**src/rtl/mac_pkg.sv**
```systemverilog
// mac_pkg: shared state type, frame constants and CRC helper for mac_frame_gen
// The FCS state exists only when MAC_FRAME_GEN_FCS_EN is defined.
package mac_pkg;
  localparam int HDR_BYTES = 14;
  localparam int FCS_BYTES = 4;
  localparam logic [31:0] CRC32_POLY = 32'h04C11DB7;
  localparam logic [31:0] CRC32_RESIDUE = 32'hC704DD7B;
`ifdef MAC_FRAME_GEN_FCS_EN
  typedef enum logic [2:0] {IDLE, HDR, PAY, FCS, GAP} state_t;
`else
  typedef enum logic [2:0] {IDLE, HDR, PAY, GAP} state_t;
`endif
  function automatic logic [31:0] reflect32(input logic [31:0] v);
    logic [31:0] r;
    for (int i = 0; i < 32; i++) r[i] = v[31-i];
    return r;
  endfunction
endpackage

```
**src/rtl/mac_crc32_d8.sv**
```systemverilog
// mac_crc32_d8: one byte step of reflected IEEE 802.3 CRC-32 (built only with MAC_FRAME_GEN_FCS_EN)
// Ports: crc_in running register, data next byte, crc_out updated register.
`ifdef MAC_FRAME_GEN_FCS_EN
module mac_crc32_d8
  import mac_pkg::*;
(
  input  logic [31:0] crc_in,
  input  logic [7:0]  data,
  output logic [31:0] crc_out
);
  localparam logic [31:0] POLY_R = reflect32(CRC32_POLY);
  always_comb begin
    crc_out = crc_in ^ {24'h0, data};
    for (int i = 0; i < 8; i++) crc_out = crc_out[0] ? (crc_out >> 1) ^ POLY_R : crc_out >> 1;
  end
endmodule
`endif

```
**src/rtl/mac_frame_gen.sv**
```systemverilog
// mac_frame_gen: Ethernet frame generator (header, seeded/padded payload, optional FCS) onto a byte AXI-stream
// Ports: tx_fifo_aclk clock, tx_fifo_reset async active-high reset; start + dst_mac/src_mac/ethertype/payload_len/seed
// request a frame; tx_axis_fifo_* byte stream; busy until the inter-frame gap ends; done on tlast acceptance;
// frame_cnt counts completed frames. Define MAC_FRAME_GEN_FCS_EN to append a CRC-32 FCS.
module mac_frame_gen
  import mac_pkg::*;
#(
  parameter int IFG_CYCLES = 12,
  parameter int MAX_PAYLOAD = 1500,
  parameter int MIN_PAYLOAD = 46
) (
  input  logic        tx_fifo_aclk,
  input  logic        tx_fifo_reset,
  input  logic        start,
  input  logic [47:0] dst_mac,
  input  logic [47:0] src_mac,
  input  logic [15:0] ethertype,
  input  logic [10:0] payload_len,
  input  logic [7:0]  seed,
  output logic [7:0]  tx_axis_fifo_tdata,
  output logic        tx_axis_fifo_tvalid,
  output logic        tx_axis_fifo_tlast,
  input  logic        tx_axis_fifo_tready,
  output logic        busy,
  output logic        done,
  output logic [15:0] frame_cnt
);
`ifdef MAC_FRAME_GEN_FCS_EN
  localparam logic LAST_IN_PAY = 1'b0;
  logic [31:0] crc_q, crc_nxt, fcs;
  logic last_pay;
  mac_crc32_d8 u_crc (.crc_in(crc_q), .data(tx_axis_fifo_tdata), .crc_out(crc_nxt));
`else
  localparam logic LAST_IN_PAY = 1'b1;
`endif
  state_t state;
  logic [103:0] hdr;
  logic [10:0] cnt, nxt_idx, len_req, len_eff, len_clamp;
  logic [7:0] seed_r, pay_byte;
  logic [15:0] gap_cnt;
  logic accept;
  assign accept = tx_axis_fifo_tvalid & tx_axis_fifo_tready;
  assign done = accept & tx_axis_fifo_tlast;
  assign nxt_idx = cnt + 11'd1;
  always_comb begin
    len_clamp = payload_len > 11'(MAX_PAYLOAD) ? 11'(MAX_PAYLOAD) : payload_len;
    len_clamp = len_clamp < 11'(MIN_PAYLOAD) ? 11'(MIN_PAYLOAD) : len_clamp;
    pay_byte = nxt_idx < len_req ? seed_r + nxt_idx[7:0] : 8'h00;
  end
`ifdef MAC_FRAME_GEN_FCS_EN
  assign last_pay = cnt == len_eff - 11'd1;
  always_ff @(posedge tx_fifo_aclk or posedge tx_fifo_reset)
    if (tx_fifo_reset) crc_q <= '1;
    else if (state == IDLE) crc_q <= '1;
    else if (accept && (state == HDR || state == PAY)) crc_q <= crc_nxt;
`endif
  always_ff @(posedge tx_fifo_aclk or posedge tx_fifo_reset)
    if (tx_fifo_reset) begin
      state <= IDLE;
      hdr <= '0;
      cnt <= '0;
      len_req <= '0;
      len_eff <= '0;
      seed_r <= '0;
      gap_cnt <= '0;
      busy <= 1'b0;
      frame_cnt <= '0;
      tx_axis_fifo_tdata <= '0;
      tx_axis_fifo_tvalid <= 1'b0;
      tx_axis_fifo_tlast <= 1'b0;
`ifdef MAC_FRAME_GEN_FCS_EN
      fcs <= '0;
`endif
    end else if (done) begin
      state <= IFG_CYCLES == 0 ? IDLE : GAP;
      busy <= IFG_CYCLES != 0;
      gap_cnt <= 16'(IFG_CYCLES - 1);
      frame_cnt <= frame_cnt + 16'd1;
      tx_axis_fifo_tdata <= '0;
      tx_axis_fifo_tvalid <= 1'b0;
      tx_axis_fifo_tlast <= 1'b0;
    end else begin
      case (state)
        IDLE: if (start) begin
          state <= HDR;
          busy <= 1'b1;
          cnt <= '0;
          hdr <= {dst_mac[39:0], src_mac, ethertype};
          len_req <= payload_len;
          len_eff <= len_clamp;
          seed_r <= seed;
          tx_axis_fifo_tdata <= dst_mac[47:40];
          tx_axis_fifo_tvalid <= 1'b1;
          tx_axis_fifo_tlast <= 1'b0;
        end
        HDR: if (accept) begin
          if (cnt == 11'(HDR_BYTES - 1)) begin
            state <= PAY;
            cnt <= '0;
            tx_axis_fifo_tdata <= len_req != 11'd0 ? seed_r : 8'h00;
            tx_axis_fifo_tlast <= LAST_IN_PAY && len_eff == 11'd1;
          end else begin
            cnt <= nxt_idx;
            tx_axis_fifo_tdata <= hdr[103:96];
            hdr <= hdr << 8;
          end
        end
        PAY: if (accept) begin
`ifdef MAC_FRAME_GEN_FCS_EN
          if (last_pay) begin
            state <= FCS;
            cnt <= '0;
            fcs <= ~crc_nxt;
            tx_axis_fifo_tdata <= ~crc_nxt[7:0];
          end else
`endif
          begin
            cnt <= nxt_idx;
            tx_axis_fifo_tdata <= pay_byte;
            tx_axis_fifo_tlast <= LAST_IN_PAY && nxt_idx == len_eff - 11'd1;
          end
        end
`ifdef MAC_FRAME_GEN_FCS_EN
        FCS: if (accept) begin
          cnt <= nxt_idx;
          fcs <= fcs >> 8;
          tx_axis_fifo_tdata <= fcs[15:8];
          tx_axis_fifo_tlast <= nxt_idx == 11'(FCS_BYTES - 1);
        end
`endif
        GAP: if (gap_cnt == 16'd0) begin
          state <= IDLE;
          busy <= 1'b0;
        end else gap_cnt <= gap_cnt - 16'd1;
        default: state <= IDLE;
      endcase
    end
endmodule
```
**config.mk**
```make
export PLATFORM = sky130hd
export DESIGN_NAME = mac_frame_gen
export DESIGN_NICKNAME = d
export VERILOG_FILES = /design/src/rtl/mac_pkg.sv /design/src/rtl/mac_crc32_d8.sv /design/src/rtl/mac_frame_gen.sv
export SDC_FILE = /design/constraint.sdc
export NUM_CORES = 1
export LEC_CHECK = 0
export ABC_CLOCK_PERIOD_IN_PS = 7750
export CAP_MARGIN = 10
export CORE_UTILIZATION = 54
export DETAILED_ROUTE_END_ITERATION = 10
export PLACE_DENSITY = 0.85
export SLEW_MARGIN = 5
export SYNTH_ARGS = -nofsm -noshare
export SYNTH_HDL_FRONTEND = slang
export SYNTH_SLANG_ARGS = --single-unit
```
**constraint.sdc**
```tcl
create_clock -name tx_fifo_aclk -period 7.75 [get_ports tx_fifo_aclk]
set_input_delay 1.1625 -clock tx_fifo_aclk [delete_from_list [all_inputs] [get_ports tx_fifo_aclk]]
set_output_delay 1.1625 -clock tx_fifo_aclk [all_outputs]
set_load 0.02 [all_outputs]
```
==> impl_metrics.csv, run 1 <==
group,metric,value,unit
run_status,status,"completed",
layout,multi_input_area,4570,um2
synth,synth-edff-count,0,
layout,final_nets,1308,
cts,path_clk_slew,70,ps
layout,fillers,1346,
timing,hold_viol_final,0,
timing,finalCriticalPeriod,4590,ps
placed_design,place_inst,1351,
global_routing,grt_antenna_before_repair,0,
global_routing,grt_max_degree,117,
cts,cts_max_level,4,
timing,fmax,218,MHz
layout,diodes,0,
synth,yosysTopAreaCell,"dfrtp_1",
cts,cts_tree,"done",
die,pin_count,163,
critical_path,cp.arrival,3420,ps
cts,cts.repair.resized,0,
synth,syn_avg_cell_area,9.65,um2
timing,fin_crit_sh,59.2,%
critical_path,crit_chain,"clkdlybuf4s50_1 -> nand3_1 -> inv_1 -> clkdlybuf4s50_1",
timing,rsz0062_at_grt,"no",
synth,netlist-cell-type-count,56,
placed_design,hpwl,15800,um
global_routing,grt_pass1_vias,7597,
synth,ys_ff_latch,190,
detailed_routing,ant_nets,0,
cts,root_buffer,"clkbuf_16",
synth,ys_warn_count,0,
cts,clkSinkCount,190,
power_and_ir_drop,clockPowerShare,43.9,%
critical_path,startpoint_type,"input port",
die,die_h,136,um
detailed_routing,wl_per_cell,16.4,um
power_and_ir_drop,p_seq_share,51.0,%
detailed_routing,vias,7800,
power_and_ir_drop,combPwrFrac,5.1,%
timing,fin_skew,13.2,ps
placed_design,place_area,11400,um2
detailed_routing,avgViaCountPerCell,5.64,
global_routing,grt_util_all_layers,25.9,%
synth,synth_ff_type,"dfrtp_1",
global_routing,grt_overflow,0,
power_and_ir_drop,ir_drop,0.151,mV
critical_path,crit_slowest_cell,"clkdlybuf4s50_1",
power_and_ir_drop,p_leak,5.84,nW
layout,seqCellArea,4750,um2
die,start_util,55.9,%
detailed_routing,route.detailed.drc,0,
synth,syn_nets,1175,
layout,instances_no_fill,1382,
timing,setup_viol,0,
synth,syn_area,9770,um2
critical_path,end_kind,"output port",
critical_path,critPathMaxStageDelay,740,ps
cts,insertion_delay,440,ps
critical_path,worst_ep_required_time,6590,ps
layout,drive_gt1_share,4.58,%
timing,worst_slew_pin_slew,1110,ps
power_and_ir_drop,p_int,1.48,mW
cts,ctsHoldBuffers,0,
layout,layout_commonest_cell,"nand2_1",
placed_design,io_buffers,162,
detailed_routing,dr.pass1.iters,8,
synth,synth_cells,1012,
critical_path,crit_top_cell,"clkdlybuf4s50_1",
synth,yosys.area.top_type_share,48.7,%
global_routing,grt_pass1_wl,37200,um
layout,final_cell_mix,"199 x nand2_1, 190 x dfrtp_1, 162 x clkdlybuf4s50_1",
critical_path,path_max_fanout,24,
die,rows,48,
power_and_ir_drop,p_per_area,162,nW/um2
placed_design,gp_congestion,0.932,
timing,max_slew_margin,25.9,%
critical_path,path_class,"input port to output port",
detailed_routing,routed_wl,22700,um
worst_hold_path,hold_path.class,"flop to flop",
cts,cts_setup_buffers,0,
synth,synthArstFlopShare,100,%
die,die_area,18600,um2
detailed_routing,drt_iter0_markers,598,
run,max_cap_viol_count,0,
synth,seq_area_frac_synth,48.7,%
layout,syn_to_final_growth,22.9,%
layout,final_design_area_no_fill,12000,um2
layout,final_core_util,68.7,%
power_and_ir_drop,p_switching,461,uW
synth,synthTopCellsByArea,"dfrtp_1 49%, mux2i_1 10%, nand2_1 7.6%, o21ai_0 5.5%, xnor2_1 3.6%",
cts,cts_buffer_depth,2,
timing,slew_viol_final,0,
timing,final.setup.tns,0,ps
power_and_ir_drop,netSwitchingFraction,23.7,%
die,core,17500,um2
die,die_x,136,um
cts,cts_made_buffers,17,
synth_stat cells, drive strengths merged, types with 3 or more instances:
library cell  count
mux2i            99
ha               27
nand2           199
and3              7
nand3b            3
nand3            16
o41ai             3
dfrtp           190
nor2b             3
nor3             13
a21oi            21
clkbuf           36
or3               5
a221oi            9
a21o              4
o21ai           147
xor2             18
nor2             50
or4               5
o22ai             3
nand4            10
buf              16
a22o              8
xnor2            40
nor4             10
inv              43
o22a              3
a31oi             3
final cells by class:
| type | instances | share of cell area [%] |
|---|---|---|
| repair buffers | 166 | 13.8 |
| flip-flops and latches | 190 | 39.6 |
| multi-input cells | 727 | 38.1 |
| clock buffers | 17 | 3.54 |
| inverters | 43 | 1.41 |
| well taps | 225 | 2.35 |
| clock inverters | 14 | 1.26 |
cell families after synthesis:
kind of cell	share of synthesized area, %
AND/OR/NAND/NOR	14.5
XOR/XNOR	5.20
flip-flops	48.7
multiplexers	10.4
buffers and inverters	4.71
AO/OA/AOI/OAI	12.9
adder cells (fa/ha/maj)	3.66
through the flow:
step	power [mW]	hold WS [ps]	worst slack (ps)
finish	1.94	476	3160
global route	2.00	505	3000
CTS	1.96	482	3150
detailed placement	1.11	466	3160
global placement	1.11	460	3270
floorplan	1.03	448	1420
power groups by stage:
stage               Sequential, mW  Clock (mW)  Combinational [mW]
global route                 0.990       0.902               0.108
floorplan                     1.01           0              0.0188
global placement              1.01           0               0.100
finish                       0.991       0.853              0.0993
CTS                          0.990       0.868               0.101
detailed placement            1.01           0               0.100
critical path: cells and delay by family:
family | cells | cell delay (ps)
AND/OR/NAND/NOR | 1 | 330
buffers and inverters | 3 | 1930
metal layers:
metal	global-route usage (%)	vias to the layer above	share of wire, %
li1	-	3759	-
met1	33.2	3736	43
met2	42.5	264	48
met3	6.30	41	6.3
met4	9.32	0	2.3
met5	0	-	0
state kept, by name, indices dropped and copies added (netlist names), 8 cells and up:
register	cells
len_req	11
gap_cnt	16
len_eff	11
hdr	104
cnt	11
seed_r	8
tx_axis_fifo_tdata	8
frame_cnt	16
path summary, 6_finish.rpt:
check                                          from               endpoint  slack, ps  cells past startpoint
worst max-delay path            tx_axis_fifo_tready                   done       3160                      4
worst min-delay path                  frame_cnt[15]          frame_cnt[15]        480                      1
worst max register to register               cnt[0]  tx_axis_fifo_tdata[3]       3670                     12
worst min register to register        frame_cnt[15]          frame_cnt[15]        480                      1
max in group asynchronous             tx_fifo_reset            len_eff[10]       4930                      3
min in group asynchronous             tx_fifo_reset                hdr[37]       1250                      2
(Power assumes the default switching activity.)
==> run 2, diff against run 1 <==
--- a/config.mk
+++ b/config.mk
@@ -5,11 +5,11 @@
 export SDC_FILE = /design/constraint.sdc
 export NUM_CORES = 1
 export LEC_CHECK = 0
-export ABC_CLOCK_PERIOD_IN_PS = 7750
+export ABC_CLOCK_PERIOD_IN_PS = 4000
 export CAP_MARGIN = 10
-export CORE_UTILIZATION = 54
+export CORE_UTILIZATION = 49
 export DETAILED_ROUTE_END_ITERATION = 10
-export PLACE_DENSITY = 0.85
+export PLACE_DENSITY = 0.81
 export SLEW_MARGIN = 5
 export SYNTH_ARGS = -nofsm -noshare
 export SYNTH_HDL_FRONTEND = slang
==> constraint.sdc (replaced) <==
create_clock -name tx_fifo_aclk -period 4 [get_ports tx_fifo_aclk]
set_input_delay 0.6 -clock tx_fifo_aclk [delete_from_list [all_inputs] [get_ports tx_fifo_aclk]]
set_output_delay 0.6 -clock tx_fifo_aclk [all_outputs]
set_load 0.02 [all_outputs]
==> impl_metrics.csv, run 2 (synthesis gave the netlist of run 1 again) <==
group,metric,value,unit
run_status,status,"completed",
layout,syn_to_final_growth,25.0,%
critical_path,crit_slowest_cell,"dfrtp_1",
power_and_ir_drop,ir_drop,0.259,mV
cts,cts_max_level,4,
worst_hold_path,hold_path.class,"flop to flop",
placed_design,hpwl,16100,um
global_routing,grt_antenna_before_repair,0,
die,die_area,20500,um2
layout,layout_commonest_cell,"nand2_1",
cts,root_buffer,"clkbuf_16",
global_routing,grt_util_all_layers,23.3,%
global_routing,grt_overflow,0,
critical_path,worst_ep_required_time,4350,ps
timing,final.setup.tns,0,ps
global_routing,grt_pass1_vias,7623,
cts,cts_made_buffers,17,
timing,max_slew_margin,38.7,%
detailed_routing,routed_wl,22600,um
layout,drive_gt1_share,5.48,%
timing,hold_viol_final,0,
power_and_ir_drop,p_per_area,311,nW/um2
cts,cts_buffer_depth,2,
layout,reg_top3,"hdr (104), frame_cnt (16), gap_cnt (16)",
critical_path,startpoint_type,"flop",
cts,ctsHoldBuffers,0,
layout,diodes,0,
timing,slew_viol_final,0,
timing,fin_skew,14.5,ps
timing,setup_viol,0,
critical_path,end_kind,"flop",
cts,cts.repair.resized,0,
detailed_routing,avgViaCountPerCell,5.39,
timing,rsz0062_at_grt,"no",
critical_path,path_class,"flop to flop",
timing,setup_slack,424,ps
layout,fillers,1630,
cts,cts_tree,"done",
global_routing,grt_pass1_wl,37500,um
placed_design,gp_congestion,0.924,
cts,path_clk_slew,70,ps
critical_path,path_max_fanout,9,
detailed_routing,ant_nets,0,
cts,clkSinkCount,190,
die,pin_count,163,
die,die_h,143,um
global_routing,grt_max_degree,121,
critical_path,path_buf_inv,2,
detailed_routing,drt_iter0_markers,369,
placed_design,place_ws,501,ps
detailed_routing,route.detailed.drc,0,
critical_path,critPathTopFamily,"simple AND/OR/NAND/NOR gates",
die,rows,51,
die,start_util,50.0,%
timing,worst_slew_pin_slew,918,ps
detailed_routing,wl_per_cell,15.7,um
critical_path,cp.arrival,3930,ps
critical_path,crit_chain,"ha_1 -> nand2_1 -> or4_1 -> xor2_1 -> inv_1 -> ha_1 -> nand2_1 -> o21ai_0 -> or4b_1 -> a21oi_1 -> buf_4 -> nand2b_1 -> mux2_2 -> o21ai_0",
timing,fmax,280,MHz
placed_design,io_buffers,162,
die,die_x,143,um
power_and_ir_drop,p_leak,5.92,nW
critical_path,critPathMaxStageDelay,540,ps
detailed_routing,dr.pass1.iters,5,
die,core,19500,um2
layout,largest_register,"hdr",
timing,fin_crit_sh,89.4,%
layout,final_nets,1318,
layout,final_cell_mix,"199 x nand2_1, 190 x dfrtp_1, 162 x clkdlybuf4s50_1",
timing,finalCriticalPeriod,3580,ps
run,max_cap_viol_count,0,
cts,insertion_delay,440,ps
layout,largest_register_ffs,104,
detailed_routing,vias,7726,
cts,cts_setup_buffers,0,
[run 2: cell types whose count changed in the layout (fill, tap and decap cells not counted)]
| cell | change |
|---|---|
| clkinv_4 | +1 |
| inv_6 | -2 |
| buf_4 | +5 |
| inv_8 | -1 |
| buf_12 | +5 |
| clkinvlp_4 | +1 |
| clkinv_8 | +2 |
[run 2: path summary, 6_finish.rpt]
check                                   start               endpoint  slack [ps]  cells after the start
max in group asynchronous       tx_fifo_reset                hdr[28]        2500                      3
worst min register to register  frame_cnt[15]          frame_cnt[15]         480                      1
worst max register to register         cnt[0]  tx_axis_fifo_tdata[6]         420                     14
min in group asynchronous       tx_fifo_reset                hdr[91]         700                      2
worst max-delay path                   cnt[0]  tx_axis_fifo_tdata[6]         420                     14
worst min-delay path            frame_cnt[15]          frame_cnt[15]         480                      1
[run 2: layout make-up]
type	instances	area, um2	share of cell area [%]
sequential	190	4750	38.9
multi-input combinational	727	4570	37.4
timing repair buffer	176	1790	14.7
clock buffer	17	425	3.48
tap	265	332	2.72
clock inverter	15	175	1.43
inverter	43	165	1.35
[run 2: report_power, final]
group	internal [mW]	leakage, nW	switching (mW)	total, mW
logic	0.126	3.15	0.0705	0.196
clock network	0.842	0.288	0.845	1.69
registers	1.92	2.49	0	1.92
[run 2: metrics by stage]
| step | power (mW) | cells | cell area (um2) | utilization, % | hold WS, ps |
|---|---|---|---|---|---|
| floorplan | 1.99 | 1012 | 9770 | - | 448 |
| global placement | 2.16 | 1401 | 11600 | 59.5 | 460 |
| detailed placement | 2.16 | 1401 | 11600 | 59.5 | 466 |
| CTS | 3.84 | 1433 | 12200 | 62.5 | 485 |
| global route | 3.93 | 1433 | 12200 | 62.5 | 503 |
| finish | 3.80 | 1433 | 12200 | 62.5 | 476 |
[run 2: worst register-to-register path: cells and delay by family (launching register included)]
kind,cells,cell delay [ps]
xor+xnor,1,260
simple gates,5,1220
fa+ha+maj,2,590
compound gates,3,370
flops,1,540
mux,1,260
buf+inv,2,280
[run 2: per-layer routing]
metal / GRT usage, % / share of wire [%]
met1: 30.1 / 44
met3: 6.34 / 7.2
met2: 38.2 / 48
met5: 0 / 0
met4: 7.07 / 1.3
